===== src/rtl/rr_decoder_arbiter_8_pkg.sv =====
// Shared definitions for the round-robin arbiter: FSM encoding and bank geometry.
package rr_decoder_arbiter_8_pkg;

  localparam int NUM_REQ = 8;
  localparam int IDX_W   = 3;

  typedef enum logic [1:0] {
    ST_IDLE  = 2'd0,
    ST_GRANT = 2'd1,
    ST_GAP   = 2'd2
  } arb_state_e;

endpackage


===== src/rtl/rr_decoder_arbiter_8_if.sv =====
// Requester-bank / resource-select bundle between the arbiter and its clients.
interface rr_decoder_arbiter_8_if;
  import rr_decoder_arbiter_8_pkg::*;

  logic [NUM_REQ-1:0] req;
  logic               done;
  logic [NUM_REQ-1:0] grant;
  logic [IDX_W-1:0]   grant_idx;
  logic               grant_valid;
  logic               busy;

  // master = requester side, slave = arbiter
  modport master (
    output req, done,
    input  grant, grant_idx, grant_valid, busy
  );

  modport slave (
    input  req, done,
    output grant, grant_idx, grant_valid, busy
  );

endinterface


===== src/rtl/rr_decoder_arbiter_8_decoder.sv =====
// 3-to-8 line decoder with enable; {x,y,z} selects the asserted output, x is MSB.
module decoder_3_to_8 (
  input  logic       x,
  input  logic       y,
  input  logic       z,
  input  logic       en,
  output logic [7:0] w
);

  always_comb begin
    w = '0;
    if (en) w[{x, y, z}] = 1'b1;
  end

endmodule


===== src/rtl/rr_decoder_arbiter_8.sv =====
// Round-robin arbiter for 8 requesters with bounded tenure and a guaranteed
// dead cycle between grants; the one-hot select is produced by a 3-to-8 decoder.
module rr_decoder_arbiter_8
  import rr_decoder_arbiter_8_pkg::*;
#(
  parameter int HOLD_MAX = 4,
  parameter int CNT_W    = 4
) (
  input  logic                  clk,
  input  logic                  rst_n,
  rr_decoder_arbiter_8_if.slave bus
);

  localparam logic [CNT_W-1:0] HOLD_LIM = CNT_W'(HOLD_MAX);

  arb_state_e       state_q, state_d;
  logic [IDX_W-1:0] ptr_q, ptr_d;
  logic [IDX_W-1:0] idx_q, idx_d;
  logic [CNT_W-1:0] cnt_q, cnt_d;
  logic             grant_valid;
  logic             tenure_end;

  // First requester found scanning upward from p, wrapping modulo NUM_REQ.
  function automatic logic [IDX_W-1:0] rr_pick(input logic [NUM_REQ-1:0] r,
                                                input logic [IDX_W-1:0]   p);
    logic [IDX_W-1:0] win;
    logic [IDX_W-1:0] j;
    logic             found;
    win   = p;
    found = 1'b0;
    for (int k = 0; k < NUM_REQ; k++) begin
      j = p + IDX_W'(k);
      if (!found && r[j]) begin
        win   = j;
        found = 1'b1;
      end
    end
    return win;
  endfunction

  always_ff @(posedge clk or negedge rst_n) begin
    if (!rst_n) begin
      state_q <= ST_IDLE;
      ptr_q   <= '0;
      idx_q   <= '0;
      cnt_q   <= '0;
    end else begin
      state_q <= state_d;
      ptr_q   <= ptr_d;
      idx_q   <= idx_d;
      cnt_q   <= cnt_d;
    end
  end

  assign tenure_end = bus.done || !bus.req[idx_q] || (cnt_q == HOLD_LIM);

  always_comb begin
    state_d = state_q;
    ptr_d   = ptr_q;
    idx_d   = idx_q;
    cnt_d   = cnt_q;
    unique case (state_q)
      ST_IDLE: begin
        if (|bus.req) begin
          idx_d   = rr_pick(bus.req, ptr_q);
          cnt_d   = CNT_W'(1);
          state_d = ST_GRANT;
        end
      end
      ST_GRANT: begin
        // Any combination of release causes collapses into one exit.
        if (tenure_end) begin
          ptr_d   = idx_q + IDX_W'(1);
          state_d = ST_GAP;
        end else begin
          cnt_d = cnt_q + CNT_W'(1);
        end
      end
      ST_GAP:  state_d = ST_IDLE;
      default: state_d = ST_IDLE;
    endcase
  end

  assign grant_valid     = (state_q == ST_GRANT);
  assign bus.grant_valid = grant_valid;
  assign bus.busy        = (state_q != ST_IDLE);
  assign bus.grant_idx   = idx_q;

  decoder_3_to_8 u_dec (
    .x  (idx_q[2]),
    .y  (idx_q[1]),
    .z  (idx_q[0]),
    .en (grant_valid),
    .w  (bus.grant)
  );

endmodule


===== src/flat_wrapper.sv =====
// flat-port wrapper written by rule: the top's interface ports become plain ports
module rr_decoder_arbiter_8_flat import rr_decoder_arbiter_8_pkg::*;
#(
  parameter int HOLD_MAX = 4,
  parameter int CNT_W    = 4
)
  (clk, rst_n, bus_req, bus_done, bus_grant, bus_grant_idx, bus_grant_valid, bus_busy);
  rr_decoder_arbiter_8_if bus_i ();
  input  logic clk;
  input  logic rst_n;
  input wire logic [$bits(bus_i.req)-1:0] bus_req;
  input wire logic [$bits(bus_i.done)-1:0] bus_done;
  output wire logic [$bits(bus_i.grant)-1:0] bus_grant;
  output wire logic [$bits(bus_i.grant_idx)-1:0] bus_grant_idx;
  output wire logic [$bits(bus_i.grant_valid)-1:0] bus_grant_valid;
  output wire logic [$bits(bus_i.busy)-1:0] bus_busy;
  assign bus_i.req = bus_req;
  assign bus_i.done = bus_done;
  assign bus_grant = bus_i.grant;
  assign bus_grant_idx = bus_i.grant_idx;
  assign bus_grant_valid = bus_i.grant_valid;
  assign bus_busy = bus_i.busy;
  rr_decoder_arbiter_8 #(.HOLD_MAX(HOLD_MAX), .CNT_W(CNT_W)) u_core (.clk(clk), .rst_n(rst_n), .bus(bus_i));
endmodule

===== config.mk =====
export PLATFORM = sky130hd
export DESIGN_NAME = rr_decoder_arbiter_8_flat
export DESIGN_NICKNAME = d
export VERILOG_FILES = /design/src/rtl/rr_decoder_arbiter_8_pkg.sv /design/src/rtl/rr_decoder_arbiter_8_if.sv /design/src/rtl/rr_decoder_arbiter_8_decoder.sv /design/src/rtl/rr_decoder_arbiter_8.sv /design/src/flat_wrapper.sv
export SDC_FILE = /design/constraint.sdc
export NUM_CORES = 1
export LEC_CHECK = 0
export CAP_MARGIN = 20
export CORE_ASPECT_RATIO = 0.75
export CORE_MARGIN = 2
export CORE_UTILIZATION = 59
export DETAILED_ROUTE_END_ITERATION = 16
export PLACE_DENSITY = 0.93
export RECOVER_POWER = 50
export SETUP_SLACK_MARGIN = 0.05
export SYNTH_ARGS = -nofsm -noshare
export SYNTH_HDL_FRONTEND = slang
export SYNTH_SLANG_ARGS = --single-unit

===== constraint.sdc =====
create_clock -name clk -period 6.6 [get_ports clk]
set_input_delay 1.65 -clock clk [delete_from_list [all_inputs] [get_ports clk]]
set_output_delay 1.65 -clock clk [all_outputs]
set_load 0.01 [all_outputs]

==> results.toml, run 1 <==
[sta]
grt_setup_unrepaired = "false"
fin_worst_skew_ns = 0.00806
fmax_mhz = 251
setup_viol = 0
worst-slew-pin-transition_ns = 0.791
final_min_period_over_clock_period = 0.604
timing_hold_violations_final = 0
slew_violations = 0
min_period_ns = 3.99
slew_headroom = 0.473
tns_ns = 0

[floorplanning]
rows = 16
die_y_um = 50.1
ioPinCount = 24
die_area_um2 = 3280
initial_utilization = 0.632
dieWidth_um = 65.4
core-area_um2 = 2640

[cts]
postCtsSetupBuffers = 0
clk_latency_ns = 0.24
clock_sink_count = 12
cts-root-to-sink-buffers = 2
cts_tree = "yes"
numCtsBuffers = 3
postCtsResizedCells = 0
ctsHtreeMaxLevel = 1
worst_setup_hold_path_clk_slew_ns = 0.06
clock-root-buffer = "sky130_fd_sc_hd__clkbuf_8"
cts_hold_buffers = 0

[final_layout]
area_growth_syn_to_layout_pct = 15.1
n_fill_cell = 191
final_nets = 217
multiInputGateArea_um2 = 1250
antenna_cells = 0
proportion_of_layout_cells_with_a_drive_suffix_above_1 = 0.135
sequential_cell_area_um2 = 300

[routing]
detailedRoute.firstIterationViolations = 167
final_antenna_net_count = 0
wirelength_mm = 4.30
detail_route.first_pass.iterations = 5
detail_route.wl_per_cell_um = 18.2
drc_errors = 0
via_total_after_detailed_routing = 1609
detail_route.vias_per_cell = 6.82

[synthesis]
ys.flop_type = "sky130_fd_sc_hd__dfrtp_1"
synth.area.top_cells = "sky130_fd_sc_hd__dfrtp_1 (18%), sky130_fd_sc_hd__mux4_2 (13%), sky130_fd_sc_hd__mux2i_1 (6.0%)"
post_synth_num_cell_types = 53
asyncSetResetFlopFracSynth = 1.00
synth_top_cell_area_share = 0.180
ys_seq_area_frac = 0.180
synth_cells = 186
synth_enable_flop_cells = 0
synth_warn = 0
synthesis.area_um2 = 1670
synthDominantAreaCellType = "sky130_fd_sc_hd__dfrtp_1"
ys_seq_elements = 12
synthesis.nets = 202
synthesis.area_per_instance_um2 = 8.98

[power]
power.share.combinational = 0.749
swShare = 0.516
total_power_w = 0.00112
seq_power_share = 0.180
power.density_cell_area_nw_per_um2 = 585
cellInternalPower_w = 0.000544
power.ir.vdd_worst_mv = 0.302
clkPwrFrac = 0.071
switching_power_summed_over_all_nets_w = 0.000580
leak_pwr_nw = 0.751

[grt]
pin_count_of_the_biggest_net_entering_global_routing = 20
first_global_vias = 1578
global_route.usage.total = 0.291
global_route.overflow_total = 0
antenna_violations_before_repair = 0
wire_length_of_the_first_global_routing_pass_mm = 7.32

[placement]
gpl.final_weighted_congestion = 1.04
dp_hpwl_mm = 3.29
numPortBuffers = 23

[critical_path]
timing.critical_path.buf_inv = 1
timing.critical_path.to_type = "flop"
critical-path-slowest-cell = "sky130_fd_sc_hd__mux4_2"
worstPathRequired_ns = 6.68
critPathTopFamily = "multiplexers"
worstSetupStartpoint = "bus_req[0]"
r2r-start = "u_core.ptr_q[0]"
critical_path_fanout_max = 8
reg2reg_slack_ns = 2.76
critical_path.cell_chain = "clkdlybuf4s50_1, mux2_1, mux4_2, a21oi_4, nand2_2, or3_1, o211ai_2, a31oi_1"
cp_slowest_stage_delay_ns = 0.57
worstSetupStartpointType = "primary input"
timing_worst_setup_path_type = "in2reg"
cp_data_arrival_time_ns = 4.07

[outcome]
run_status = "complete, no violations"

[run]
maxCapViolCount = 0

[min_path]
timing.hold.worst.class = "reg2reg"
worst_hold_startpoint = "u_core.state_q[1]"
[power by group through the flow]
stage               clock [W]  combinational, W  sequential [W]
global route        0.0000858          0.000911        0.000212
detailed placement          0          0.000826        0.000201
CTS                 0.0000816          0.000831        0.000201
global placement            0          0.000802        0.000196
finish              0.0000804          0.000842        0.000202
floorplan                   0          0.000722        0.000127
[placed cells by master (no fill, tap or decap), types with 2 or more instances in the layout]
cell	instances
sky130_fd_sc_hd__dfrtp_1	12
sky130_fd_sc_hd__xnor2_1	5
sky130_fd_sc_hd__nand3_1	6
sky130_fd_sc_hd__a211oi_1	2
sky130_fd_sc_hd__nand2_1	16
sky130_fd_sc_hd__mux4_1	3
sky130_fd_sc_hd__clkdlybuf4s50_1	16
sky130_fd_sc_hd__inv_1	9
sky130_fd_sc_hd__a21oi_1	9
sky130_fd_sc_hd__nand2b_1	5
sky130_fd_sc_hd__nor2b_1	3
sky130_fd_sc_hd__nor4_1	3
sky130_fd_sc_hd__a32oi_1	2
sky130_fd_sc_hd__o21ai_0	4
sky130_fd_sc_hd__and3_1	2
sky130_fd_sc_hd__xor2_1	3
sky130_fd_sc_hd__mux4_2	10
sky130_fd_sc_hd__o32ai_1	2
sky130_fd_sc_hd__clkbuf_8	4
sky130_fd_sc_hd__mux2_2	5
sky130_fd_sc_hd__o211ai_1	2
sky130_fd_sc_hd__nor2_1	21
sky130_fd_sc_hd__nor3_1	4
sky130_fd_sc_hd__a31oi_1	5
sky130_fd_sc_hd__mux2i_1	10
sky130_fd_sc_hd__dlygate4sd3_1	7
sky130_fd_sc_hd__ha_1	5
sky130_fd_sc_hd__a22oi_1	2
[metrics by stage]
step                 util  cell area (µm²)  cells  setup slack (ns)  hold WS, ns
global route        0.727             1920    236              2.50        0.541
detailed placement  0.706             1870    232              2.38        0.474
finish              0.727             1920    236              2.61        0.508
floorplan               -             1670    186              3.18        0.440
CTS                 0.727             1920    236              2.64        0.495
global placement    0.706             1870    232              2.48        0.481
[worst paths after layout]
path,end,cells after the start
min,u_core.state_q[0],1
min reg2reg,u_core.state_q[0],1
min in group asynchronous,u_core.ptr_q[2],1
max in group asynchronous,u_core.cnt_q[3],1
max reg2reg,u_core.bus.grant_idx[0],9
max,u_core.bus.grant_idx[1],8
[worst reg2reg max path: cells and delay by family (launching register included)]
kind | cells | cell delay, ns
fa+ha+maj | 1 | 0.65
simple gates | 1 | 0.11
mux | 2 | 0.86
flops | 1 | 0.81
compound gates | 2 | 0.46
buf+inv | 2 | 0.69
xor+xnor | 1 | 0.14
[state kept, by name, indices dropped and copies added, names as in the netlist]
name,flops
u_core.bus.grant_idx,3
u_core.cnt_q,4
u_core.state_q,2
u_core.ptr_q,3
[cell usage after synthesis, drive strengths merged (6+ instances only)]
cell	number
a21oi	10
nand2	17
mux2	7
buf	9
nor2	22
mux4	13
nand3	6
dfrtp	12
mux2i	10
inv	9
[routing by layer]
| metal | GRT usage | vias up | share of wire |
|---|---|---|---|
| li1 | - | 737 | - |
| met1 | 0.395 | 758 | 0.43 |
| met2 | 0.469 | 102 | 0.47 |
| met3 | 0.0731 | 12 | 0.086 |
| met4 | 0.0694 | 0 | 0.012 |
| met5 | 0 | - | 0 |
[area by class of cell]
cell class              instances  area share
clock buffers                   4      0.0286
inverters                      10      0.0195
multi-input cells             151       0.652
flip-flops and latches         12       0.156
well taps                      36      0.0234
repair buffers                 23       0.120
[cells by family after synthesis]
logic type      synth area share
flops                      0.180
xor+xnor                  0.0419
compound gates             0.187
simple gates               0.193
buf+inv                   0.0696
mux                        0.291
fa+ha+maj                 0.0375
Note: power is estimated with default switching activity, not from simulation.
==> run 2, diff against run 1 <==
--- a/config.mk
+++ b/config.mk
@@ -8,9 +8,9 @@
 export CAP_MARGIN = 20
 export CORE_ASPECT_RATIO = 0.75
 export CORE_MARGIN = 2
-export CORE_UTILIZATION = 59
+export CORE_UTILIZATION = 55
 export DETAILED_ROUTE_END_ITERATION = 16
-export PLACE_DENSITY = 0.93
+export PLACE_DENSITY = 0.87
 export RECOVER_POWER = 50
 export SETUP_SLACK_MARGIN = 0.05
 export SYNTH_ARGS = -nofsm -noshare
==> constraint.sdc (replaced) <==
create_clock -name clk -period 3.8 [get_ports clk]
set_input_delay 0.95 -clock clk [delete_from_list [all_inputs] [get_ports clk]]
set_output_delay 0.95 -clock clk [all_outputs]
set_load 0.01 [all_outputs]
==> results.toml, run 2 (synthesis gave the netlist of run 1 again) <==
[outcome]
run_status = "complete, no violations"

[final_layout]
layout.cell_area.non_filler_um2 = 1950
final_nets = 222
layout_commonest_cell = "sky130_fd_sc_hd__nor2_1"
area_growth_syn_to_layout_pct = 16.6
regMostFlops = "u_core.cnt_q"
mostFrequentLayoutCells = "sky130_fd_sc_hd__nor2_1 (21), sky130_fd_sc_hd__nand2_1 (16), sky130_fd_sc_hd__clkdlybuf4s50_1 (16), sky130_fd_sc_hd__dfrtp_1 (12)"
proportion_of_layout_cells_with_a_drive_suffix_above_1 = 0.152
antenna_cells = 0
largest_register_ff_count = 4
finish.cell_count_without_fillers = 242

[sta]
worst-slew-pin-transition_ns = 0.710
fmax_mhz = 307
slew_violations = 0
slew_headroom = 0.527
timing_hold_violations_final = 0
tns_ns = 0
final_min_period_over_clock_period = 0.856
setup_viol = 0
min_period_ns = 3.25
fin_worst_skew_ns = 0.00345
grt_setup_unrepaired = "false"

[floorplanning]
initial_utilization = 0.573
die_area_um2 = 3500
core-area_um2 = 2910
ioPinCount = 24
die_y_um = 51.7
rows = 17
dieWidth_um = 67.6

[critical_path]
timing_worst_setup_path_type = "in2reg"
cp_data_arrival_time_ns = 3.38
reg2reg_depth = 10
r2r-start = "u_core.ptr_q[0]"
reg2reg_slack_ns = 0.71
worstSetupStartpointType = "primary input"
worstSetupStartpoint = "bus_req[1]"
r2r-end = "u_core.bus.grant_idx[0]"
critical_path_fanout_max = 8
timing.critical_path.to_type = "flop"
worstPathRequired_ns = 3.92

[min_path]
timing.hold.worst.class = "reg2reg"
worst_hold_startpoint = "u_core.state_q[1]"
capture_endpoint_of_the_worst_hold_path = "u_core.state_q[0]"
hold-path-cell-count = 1

[cts]
clock-root-buffer = "sky130_fd_sc_hd__clkbuf_8"
clock_sink_count = 12
numCtsBuffers = 3
cts-root-to-sink-buffers = 2
cts_tree = "yes"
postCtsResizedCells = 0
postCtsSetupBuffers = 0
cts_hold_buffers = 0
clk_latency_ns = 0.24
ctsHtreeMaxLevel = 1
worst_setup_hold_path_clk_slew_ns = 0.05

[routing]
detail_route.first_pass.iterations = 5
detail_route.wl_per_cell_um = 19.0
wirelength_mm = 4.59
final_antenna_net_count = 0
drc_errors = 0
detailedRoute.firstIterationViolations = 146
via_total_after_detailed_routing = 1644
detail_route.vias_per_cell = 6.79

[power]
power.share.combinational = 0.795
switching_power_summed_over_all_nets_w = 0.00103
leak_pwr_nw = 0.768
clkPwrFrac = 0.058
swShare = 0.517
cellInternalPower_w = 0.000962
seq_power_share = 0.147
power.density_cell_area_nw_per_um2 = 1020
power.ir.vdd_worst_mv = 0.485

[grt]
global_route.usage.total = 0.288
antenna_violations_before_repair = 0
pin_count_of_the_biggest_net_entering_global_routing = 20
first_global_vias = 1516
global_route.overflow_total = 0
wire_length_of_the_first_global_routing_pass_mm = 7.53

[placement]
placed_cells_incl_taps = 239
gpl.final_weighted_congestion = 0.978
dp_hpwl_mm = 3.50
placement.cell_area_um2 = 1910
numPortBuffers = 23

[run]
maxCapViolCount = 0
==> run 2: worst max path at each step <==
stage	endpoint	slack, ns	depth (start not counted)
CTS	u_core.bus.grant_idx[0]	0.57	8
floorplan	u_core.bus.grant_idx[0]	0.84	10
global placement	u_core.bus.grant_idx[1]	0.38	8
global route	u_core.bus.grant_idx[0]	0.46	8
detailed placement	u_core.bus.grant_idx[0]	0.33	8
finish	u_core.bus.grant_idx[0]	0.55	8
==> run 2: through the flow <==
| step | total power, W | hold slack, ns | setup slack, ns | util |
|---|---|---|---|---|
| after floorplan | 0.00147 | 0.440 | 0.842 | - |
| after global placement | 0.00180 | 0.484 | 0.377 | 0.654 |
| after detailed placement | 0.00185 | 0.512 | 0.327 | 0.654 |
| after CTS | 0.00197 | 0.530 | 0.570 | 0.669 |
| after global routing | 0.00215 | 0.552 | 0.458 | 0.669 |
| final | 0.00199 | 0.538 | 0.546 | 0.669 |
==> run 2: area by class of cell <==
| type | instances | area, µm² |
|---|---|---|
| clock buffer | 3 | 41.3 |
| tap | 38 | 47.5 |
| fill | 221 | 966 |
| timing repair buffer | 28 | 268 |
| multi-input combinational | 151 | 1250 |
| inverter | 10 | 37.5 |
| sequential | 12 | 300 |
==> run 2: power by group through the flow <==
| stage | combinational, W | sequential, W | clock (W) |
|---|---|---|---|
| after floorplan | 0.00125 | 0.000221 | 0 |
| after global placement | 0.00151 | 0.000285 | 0 |
| after detailed placement | 0.00156 | 0.000290 | 0 |
| after CTS | 0.00157 | 0.000288 | 0.000117 |
| after global routing | 0.00172 | 0.000302 | 0.000120 |
| final | 0.00159 | 0.000293 | 0.000115 |
==> run 2: metal layers <==
| layer | up-vias | global-route usage | routed length [µm] |
|---|---|---|---|
| met5 | - | 0 | 0 |
| met1 | 800 | 0.418 | 1970 |
| met4 | 0 | 0.0272 | 14 |
| li1 | 739 | - | - |
| met3 | 4 | 0.0628 | 438 |
| met2 | 101 | 0.458 | 2170 |
==> run 2: critical path, cell delays in order <==
cell and delay (ns):
sky130_fd_sc_hd__clkdlybuf4s50_1 0.62, sky130_fd_sc_hd__mux2i_1 0.25, sky130_fd_sc_hd__mux4_2 0.57, sky130_fd_sc_hd__a22o_4 0.32, sky130_fd_sc_hd__a31oi_1 0.14, sky130_fd_sc_hd__nand3_1 0.12
sky130_fd_sc_hd__xnor2_1 0.14, sky130_fd_sc_hd__mux2_2 0.26
